**src/rtl/instr_data_arbiter.sv**
```systemverilog
// instr_data_arbiter
// Shares one memory port between the instruction-fetch path and the
// load/store path. Requests are granted from IDLE, the request is latched
// into the port registers, and the port is held steady until memory drops
// mem_busy (or the busy-wait budget runs out).
//
// Ports
//   clk                    system clock, rising edge
//   nRST                   synchronous active-low reset
//   fetch_req, pc_addr     fetch request / address, held until iready
//   dmem_read, dmem_write  load / store request, held until dready
//   dmem_addr, dmem_wdata  data address / store data
//   mem_busy, mem_rdata    memory wait / read data
//   mem_read, mem_write    shared port strobes (never both high)
//   mem_addr, mem_wdata    shared port address / write data
//   iready, instr          fetch-complete pulse / last fetched instruction
//   dready, drdata         data-complete pulse / last load data
//   err                    sticky timeout flag
//
// state    | meaning
// ---------+--------------------------------------------------
// IDLE     | no transaction; grants when no ready pulse is out
// IFETCH   | instruction read on the port, waiting on mem_busy
// DACCESS  | load or store on the port, waiting on mem_busy
module instr_data_arbiter #(
  parameter int TIMEOUT = 255
) (
  input  logic        clk,
  input  logic        nRST,
  input  logic        fetch_req,
  input  logic [31:0] pc_addr,
  input  logic        dmem_read,
  input  logic        dmem_write,
  input  logic [31:0] dmem_addr,
  input  logic [31:0] dmem_wdata,
  input  logic        mem_busy,
  input  logic [31:0] mem_rdata,
  output logic        mem_read,
  output logic        mem_write,
  output logic [31:0] mem_addr,
  output logic [31:0] mem_wdata,
  output logic        iready,
  output logic [31:0] instr,
  output logic        dready,
  output logic [31:0] drdata,
  output logic        err
);

  localparam logic [1:0] S_IDLE    = 2'd0;
  localparam logic [1:0] S_IFETCH  = 2'd1;
  localparam logic [1:0] S_DACCESS = 2'd2;

  localparam logic [7:0] TIMEOUT_C = 8'(TIMEOUT);

  logic [1:0]  state_q, state_d;
  logic [7:0]  cnt_q, cnt_d;
  logic        last_data_q, last_data_d;
  logic        mem_read_q, mem_read_d;
  logic        mem_write_q, mem_write_d;
  logic [31:0] mem_addr_q, mem_addr_d;
  logic [31:0] mem_wdata_q, mem_wdata_d;
  logic        iready_q, iready_d;
  logic        dready_q, dready_d;
  logic [31:0] instr_q, instr_d;
  logic [31:0] drdata_q, drdata_d;
  logic        err_q, err_d;

  logic data_req;
  assign data_req = dmem_read | dmem_write;

  always_comb begin
    state_d     = state_q;
    cnt_d       = cnt_q;
    last_data_d = last_data_q;
    mem_read_d  = mem_read_q;
    mem_write_d = mem_write_q;
    mem_addr_d  = mem_addr_q;
    mem_wdata_d = mem_wdata_q;
    iready_d    = 1'b0;
    dready_d    = 1'b0;
    instr_d     = instr_q;
    drdata_d    = drdata_q;
    err_d       = err_q;

    case (state_q)
      S_IDLE: begin
        // A ready pulse means the requester has not yet dropped its request,
        // so that cycle's requests are stale.
        if (!iready_q && !dready_q) begin
          if (data_req && !(last_data_q && fetch_req)) begin
            state_d     = S_DACCESS;
            last_data_d = 1'b1;
            cnt_d       = 8'd0;
            mem_addr_d  = dmem_addr;
            // read+write together is a store
            mem_write_d = dmem_write;
            mem_read_d  = ~dmem_write;
            mem_wdata_d = dmem_write ? dmem_wdata : 32'd0;
          end else if (fetch_req) begin
            state_d     = S_IFETCH;
            last_data_d = 1'b0;
            cnt_d       = 8'd0;
            mem_addr_d  = pc_addr;
            mem_read_d  = 1'b1;
            mem_write_d = 1'b0;
            mem_wdata_d = 32'd0;
          end
        end
      end

      S_IFETCH, S_DACCESS: begin
        if (!mem_busy || (cnt_q == TIMEOUT_C)) begin
          state_d     = S_IDLE;
          mem_read_d  = 1'b0;
          mem_write_d = 1'b0;
          mem_addr_d  = 32'd0;
          mem_wdata_d = 32'd0;
          if (state_q == S_IFETCH) iready_d = 1'b1;
          else                     dready_d = 1'b1;
          if (mem_busy) begin
            // budget exhausted: abort without capturing data
            err_d = 1'b1;
          end else if (state_q == S_IFETCH) begin
            instr_d = mem_rdata;
          end else if (mem_read_q) begin
            drdata_d = mem_rdata;
          end
        end else begin
          cnt_d = cnt_q + 8'd1;
        end
      end

      default: begin
        state_d     = S_IDLE;
        mem_read_d  = 1'b0;
        mem_write_d = 1'b0;
      end
    endcase
  end

  always_ff @(posedge clk) begin
    if (!nRST) begin
      state_q     <= S_IDLE;
      cnt_q       <= 8'd0;
      last_data_q <= 1'b0;
      mem_read_q  <= 1'b0;
      mem_write_q <= 1'b0;
      mem_addr_q  <= 32'd0;
      mem_wdata_q <= 32'd0;
      iready_q    <= 1'b0;
      dready_q    <= 1'b0;
      instr_q     <= 32'd0;
      drdata_q    <= 32'd0;
      err_q       <= 1'b0;
    end else begin
      state_q     <= state_d;
      cnt_q       <= cnt_d;
      last_data_q <= last_data_d;
      mem_read_q  <= mem_read_d;
      mem_write_q <= mem_write_d;
      mem_addr_q  <= mem_addr_d;
      mem_wdata_q <= mem_wdata_d;
      iready_q    <= iready_d;
      dready_q    <= dready_d;
      instr_q     <= instr_d;
      drdata_q    <= drdata_d;
      err_q       <= err_d;
    end
  end

  assign mem_read  = mem_read_q;
  assign mem_write = mem_write_q;
  assign mem_addr  = mem_addr_q;
  assign mem_wdata = mem_wdata_q;
  assign iready    = iready_q;
  assign dready    = dready_q;
  assign instr     = instr_q;
  assign drdata    = drdata_q;
  assign err       = err_q;

endmodule

```
**config.mk**
```make
export PLATFORM = sky130hd
export DESIGN_NAME = instr_data_arbiter
export DESIGN_NICKNAME = d
export VERILOG_FILES = /design/src/rtl/instr_data_arbiter.sv
export SDC_FILE = /design/constraint.sdc
export NUM_CORES = 1
export LEC_CHECK = 0
export ABC_AREA = 1
export CAP_MARGIN = 10
export CORE_UTILIZATION = 43
export CTS_CLUSTER_SIZE = 12
export DETAILED_ROUTE_END_ITERATION = 10
export PLACE_DENSITY_LB_ADDON = 0.25
export SETUP_SLACK_MARGIN = 0.05
export SYNTH_ARGS = -nofsm -noshare
export SYNTH_HDL_FRONTEND = slang
export SYNTH_SLANG_ARGS = --single-unit
```
**constraint.sdc**
```tcl
create_clock -name clk -period 1.9 [get_ports clk]
set_input_delay 0.57 -clock clk [delete_from_list [all_inputs] [get_ports clk]]
set_output_delay 0.57 -clock clk [all_outputs]
set_load 0.05 [all_outputs]
```
# ---- After elaboration in Yosys (flattened, before gate mapping)
# Index checks and enable logic that the tools add are counted.
dict set report word_totals {
  output_inout_bits 133
  in_bits 134
  word_cells 76
  ff_bits 144
}
dict set report op_classes {
  mux 32
  n_eq_ne 7
  reduce_logical 20
  addsub 1
  bitwise_logic 4
}
# op count
set ops {}
lappend ops {{32-bit 2-to-1 mux} 8}
lappend ops {{32-bit case mux with 2 select lines} 2}
lappend ops {{8-bit 2-to-1 mux} 4}
lappend ops {{8-bit case mux with 2 select lines} 1}
lappend ops {{3-bit AND reduction} 4}
lappend ops {{4-bit AND reduction} 3}
lappend ops {{1-bit 2-to-1 mux} 10}
lappend ops {{8-bit by 1-bit adder with 8-bit output (second input constant)} 1}
lappend ops {{8-bit == test (second input constant)} 1}
lappend ops {{2-bit 2-to-1 mux} 4}
lappend ops {{2-bit != test (second input constant)} 3}
lappend ops {{5-bit AND reduction} 1}
lappend ops {{1-bit zero test} 4}
lappend ops {{1-bit case mux with 2 select lines} 2}
lappend ops {{2-bit case mux with 2 select lines} 1}
lappend ops {{2-bit nonzero test} 2}
lappend ops {{1-bit logical AND} 3}
lappend ops {{3-bit != test (second input constant)} 1}
lappend ops {{1-bit inverter} 3}
lappend ops {{2-bit by 1-bit == test with 1-bit output (second input constant)} 1}
lappend ops {{2-bit == test (second input constant)} 1}
lappend ops {{2-bit zero test} 1}
lappend ops {{2-bit OR reduction} 1}
lappend ops {{1-bit logical OR} 1}
lappend ops {{1-bit bitwise OR} 1}

# ---- Longest topological paths before layout
dict set report logic_depth {
  word_depth 6
  ltp_mapped 11
  mapped_depth_nobuf 11
}

# ---- Worst setup path after synthesis
# OpenSTA, ideal clock, no wires.
dict set report synth_timing {
  path_kind {register to register}
  startpoint {register state_q[0]}
  endpoint {register mem_wdata_q[10], in the netlist mem_wdata[10]}
  slack_ns 0.259
  synth_period_minus_slack_ns 1.641
  arrival_ns 1.577
  setup_ns 0.064
  stages_incl_launch_ff 10
  t_required_ns 1.836
  path_buffers 2
  cell_sequence {dfxtp_1 -> inv_1 -> ha_1 -> buf_2 -> nor2_1 -> buf_2 -> nand2_1 -> nand3_1 -> nand2_1 -> nor2_1}
}
dict set report synth_between {
  elab_chain_len 4
  word_cells_on_any_way 10
  classes_between {eq/ne: 5; mux: 1; reduce/logical: 4}
}
# element line
set synth_rtl {}
lappend synth_rtl {{start: declaration} 55} ;# logic [1:0] state_q, state_d;
lappend synth_rtl {{start signal: assignment} 156} ;# state_q <= state_d;
lappend synth_rtl {{2-bit by 1-bit == test with 1-bit output / 2-bit == test (equally long branches)} 85} ;# case (state_q)
lappend synth_rtl {{2-bit OR reduction} 85}
lappend synth_rtl {{2-bit != test (no line) / 2-bit nonzero test (equally long branches)} -}
lappend synth_rtl {{4-bit AND reduction (no line)} -}
lappend synth_rtl {{end signal: assignment} 162} ;# mem_wdata_q <= mem_wdata_d;
lappend synth_rtl {{end: declaration} 61} ;# logic [31:0] mem_wdata_q, mem_wdata_d;
# Several ways; a longest one is shown, not always the timed one.
# A chain may end at the register's enable or synchronous reset.

# ---- Final worst setup path
dict set report layout_timing {
  startpoint {input port dmem_read}
  endpoint {register mem_addr_q[14], in the netlist mem_addr[14]}
}
dict set report layout_between {
  elab_chain_len 5
  word_cells_on_any_way 7
  classes_between {eq/ne: 1; mux: 3; bitwise: 1; reduce/logical: 2}
}
# element line
set layout_rtl {}
lappend layout_rtl {{start: declaration} 32} ;# input logic dmem_read,
lappend layout_rtl {{1-bit bitwise OR *} 69} ;# assign data_req = dmem_read | dmem_write;
lappend layout_rtl {{1-bit logical AND *} 90} ;# if (data_req && !(last_data_q && fetch_req)) begin
lappend layout_rtl {{32-bit 2-to-1 mux} 90}
lappend layout_rtl {{32-bit 2-to-1 mux} 89} ;# if (!iready_q && !dready_q) begin
lappend layout_rtl {{32-bit case mux with 2 select lines} 85}
lappend layout_rtl {{end signal: assignment} 161} ;# mem_addr_q <= mem_addr_d;
lappend layout_rtl {{end: declaration} 60} ;# logic [31:0] mem_addr_q, mem_addr_d;
# Every way passes the cells marked *; elsewhere a longest branch is shown, timed or not. The select of a mux whose other input is x is not followed.

==> reports/qor.yml <==
synthesis:
  synth_ff_type: "dfxtp_1"
  synth_commonest_cells: "242 x nor2_1, 238 x nand2_1, 144 x dfxtp_1"
  synth_cell_types: 24
  synth_cells: 938
  avgSynthCellArea_um2: 6.72
  async_flop_share_pct: 0
  yosysWarnings: 0
  yosysSeqAreaShare_pct: 45.7
  synth.area.top_cells: "dfxtp_1 46%, nor2_1 14%, nand2_1 14%, inv_1 5.2%, o21ai_0 5.2%"
  netlist_area_um2: 6300
  yosys.cell_count.top_type: "nor2_1"
  ys_ff_latch: 144
  synth_top_area_cell: "dfxtp_1"
  synth_top_area_share_pct: 45.7
  synth.net_count: 1075
  synth_edf_count: 0
die:
  dieArea_um2: 15100
  std_cell_rows: 43
  chipHeight_um: 123
  initial_utilization_pct: 44.7
  fp.dieW_um: 123
  core-area_um2: 14100
  io_pins: 267
power:
  p_total_mw: 14.8
  powerDensity_nw_per_um2: 1500
  peakVddDrop_uv: 735
  leakage_nw: 4.59
sta:
  rsz0062_at_grt: "false"
  min_period_over_period_pct: 91.8
  drv_slew: 0
  min_period_ns: 1.74
  skew_ns: 0.00499
  setup-violations-final: 0
  slew_headroom_pct: 78.9
  setup_ws_ns: 0.157
  worst_pin_slew_ns: 0.316
  fmax_ghz: 0.574
  hold_viol: 0
route:
  via_per_inst: 4.65
  vias: 6515
  routedWlPerCell_um: 13.5
  firstDrtPassIters: 4
  drc: 0
  drt_iter0_drc: 321
  wl_um: 19000
  drtAntennaViolNets: 0
min_path:
  hold_path.startpoint: "err"
  min_path_cells: 1
  hold_end: "err"
  holdCritPathClass: "reg2reg"
setup_path:
  critPathKind: "in2reg"
  crit_chain: "clkdlybuf4s50_1 -> nor2_1 -> nand2_1 -> nand2_1 -> nand2_2 -> nand3_4 -> buf_12 -> clkbuf_16 -> nor2_1 -> nor2_1"
  endpoint_kind: "flip-flop"
  critPathLaunchType: "input pin"
  cp.arrival_ns: 2.05
  cp_data_required_time_ns: 2.20
  r2r_start: "state_q[1]"
  cp_max_fo: 7
  cp_slowest_cell: "clkdlybuf4s50_1"
  slowest_delay_ns: 0.50
  reg2regPathDepth: 9
  cp_common_cell: "nor2_1"
  rrSetupSlack_ns: 0.17
  r2r_end: "mem_addr[14]"
global_route:
  use_met1_pct: 26.2
  grt_pass1_vias: 5664
  grt_pass1_wl_um: 27300
  antenna_found_initial: 1
  use_met2_pct: 39.8
  gr-total-overflow: 0
  gr-usage-all-layers_pct: 23.2
  grt_start_max_net_pins: 66
  use_met3_pct: 8.72
  busiest_layer: "met2"
clock_tree:
  worstSkewPairLatency_ns: 0.41
  clock_tree.buffer_depth: 2
  path_clk_slew_ns: 0.06
  cts_tree: "yes"
  cts-root-buf: "clkbuf_16"
  cts-htree-levels: 4
  cts.sink_count: 144
  numCtsBuffers: 17
  holdBufCountCts: 0
finish:
  drive_gt1_share_pct: 20.3
  syn2layout_area_growth_pct: 56.0
  num_antenna_cells: 0
  final_net_count: 1346
  layout.cells.non_filler: 1402
  final_core_util_pct: 69.8
  fin_area_um2: 9830
placed_design:
  place_congestion: 0.795
  dpl_worst_slack_ns: -0.183
  port_buffers: 266
  place_inst: 1357
  placed_cell_area_um2: 8940
  dp_hpwl_um: 12700
outcome:
  status: "completed"
job:
  max-cap-violations: 0
[cells by family (layout without fill, tap and decap cells)]
kind of cell,after synthesis,after routing,share of synthesized area (%)
AND/OR/NAND/NOR,509,510,31.3
adder cells (fa/ha/maj),3,3,0.596
flip-flops,144,144,45.7
buffers and inverters,143,426,9.51
XOR/XNOR,1,1,0.139
AO/OA/AOI/OAI,138,138,12.7
[sequential cells by signal, summed over array words and instances, names as in the netlist]
register	cells
err	1
state_q	2
mem_write	1
mem_read	1
drdata	32
instr	32
mem_addr	32
last_data_q	1
mem_wdata	32
cnt_q	8
dready	1
iready	1
[critical path: cells and delay by family]
family	cells	cell delay [ns]
buffers and inverters	3	0.80
AND/OR/NAND/NOR	7	0.67
[layout make-up]
class                           count  area, um2
Fill cell                        1153       4260
Timing Repair Buffer              305       2890
Sequential cell                   144       2880
Clock buffer                       20        447
Clock inverter                     12        165
Tap cell                          180        225
Multi-Input combinational cell    652       2880
Inverter                           89        334
[power by group]
group	switching, mW	total, mW	internal, mW	leakage, nW
sequential	0.339	4.01	3.67	1.18
clock	1.26	3.48	2.22	0.299
combinational	4.63	7.27	2.64	3.11
[worst max path at each step]
| stage | from | to | slack, ns | depth (start not counted) |
|---|---|---|---|---|
| 6_report | dmem_read | mem_addr[14] | 0.16 | 10 |
| 5_1_grt | cnt_q[1] | mem_addr[14] | 0.03 | 10 |
| 4_1_cts | state_q[0] | mem_addr[31] | 0.12 | 9 |
| 3_5_place_dp | dmem_read | mem_wdata[7] | -0.18 | 10 |
| 3_3_place_gp | dmem_write | mem_addr[3] | -0.17 | 8 |
| 2_1_floorplan | state_q[0] | mem_wdata[10] | 0.26 | 9 |
[cells in the final DEF, fill, tap and decap left out, types with 3 or more instances in the layout]
master / instances
nor2_1: 239
nand2_1: 235
buf_4: 151
dfxtp_1: 143
clkdlybuf4s50_1: 132
inv_1: 87
o21ai_0: 65
a21oi_1: 43
a21oi_2: 27
clkbuf_16: 22
nand3_1: 19
buf_12: 14
clkinv_2: 6
nand2_2: 4
nand4_1: 4
bufinv_16: 4
buf_6: 3
[per-stage QoR]
step | setup TNS, ns | hold slack, ns
3_3_place_gp | -8.23 | 0.449
6_report | 0 | 0.469
2_1_floorplan | 0 | 0.441
3_5_place_dp | -10.90 | 0.455
4_1_cts | 0 | 0.469
5_1_grt | 0 | 0.490
[routing by layer]
layer	vias up	routed length (um)
met5	-	10
met2	213	9040
li1	3423	-
met3	26	1790
met4	2	326
met1	2851	7780
[what timing repair did]
action                                  in CTS  in global routing
buffers inserted                             0                  4
gates resized for setup                      0                 12
endpoints found under the setup margin       0                 53
No activity file was read; power rests on OpenSTA's default activity.
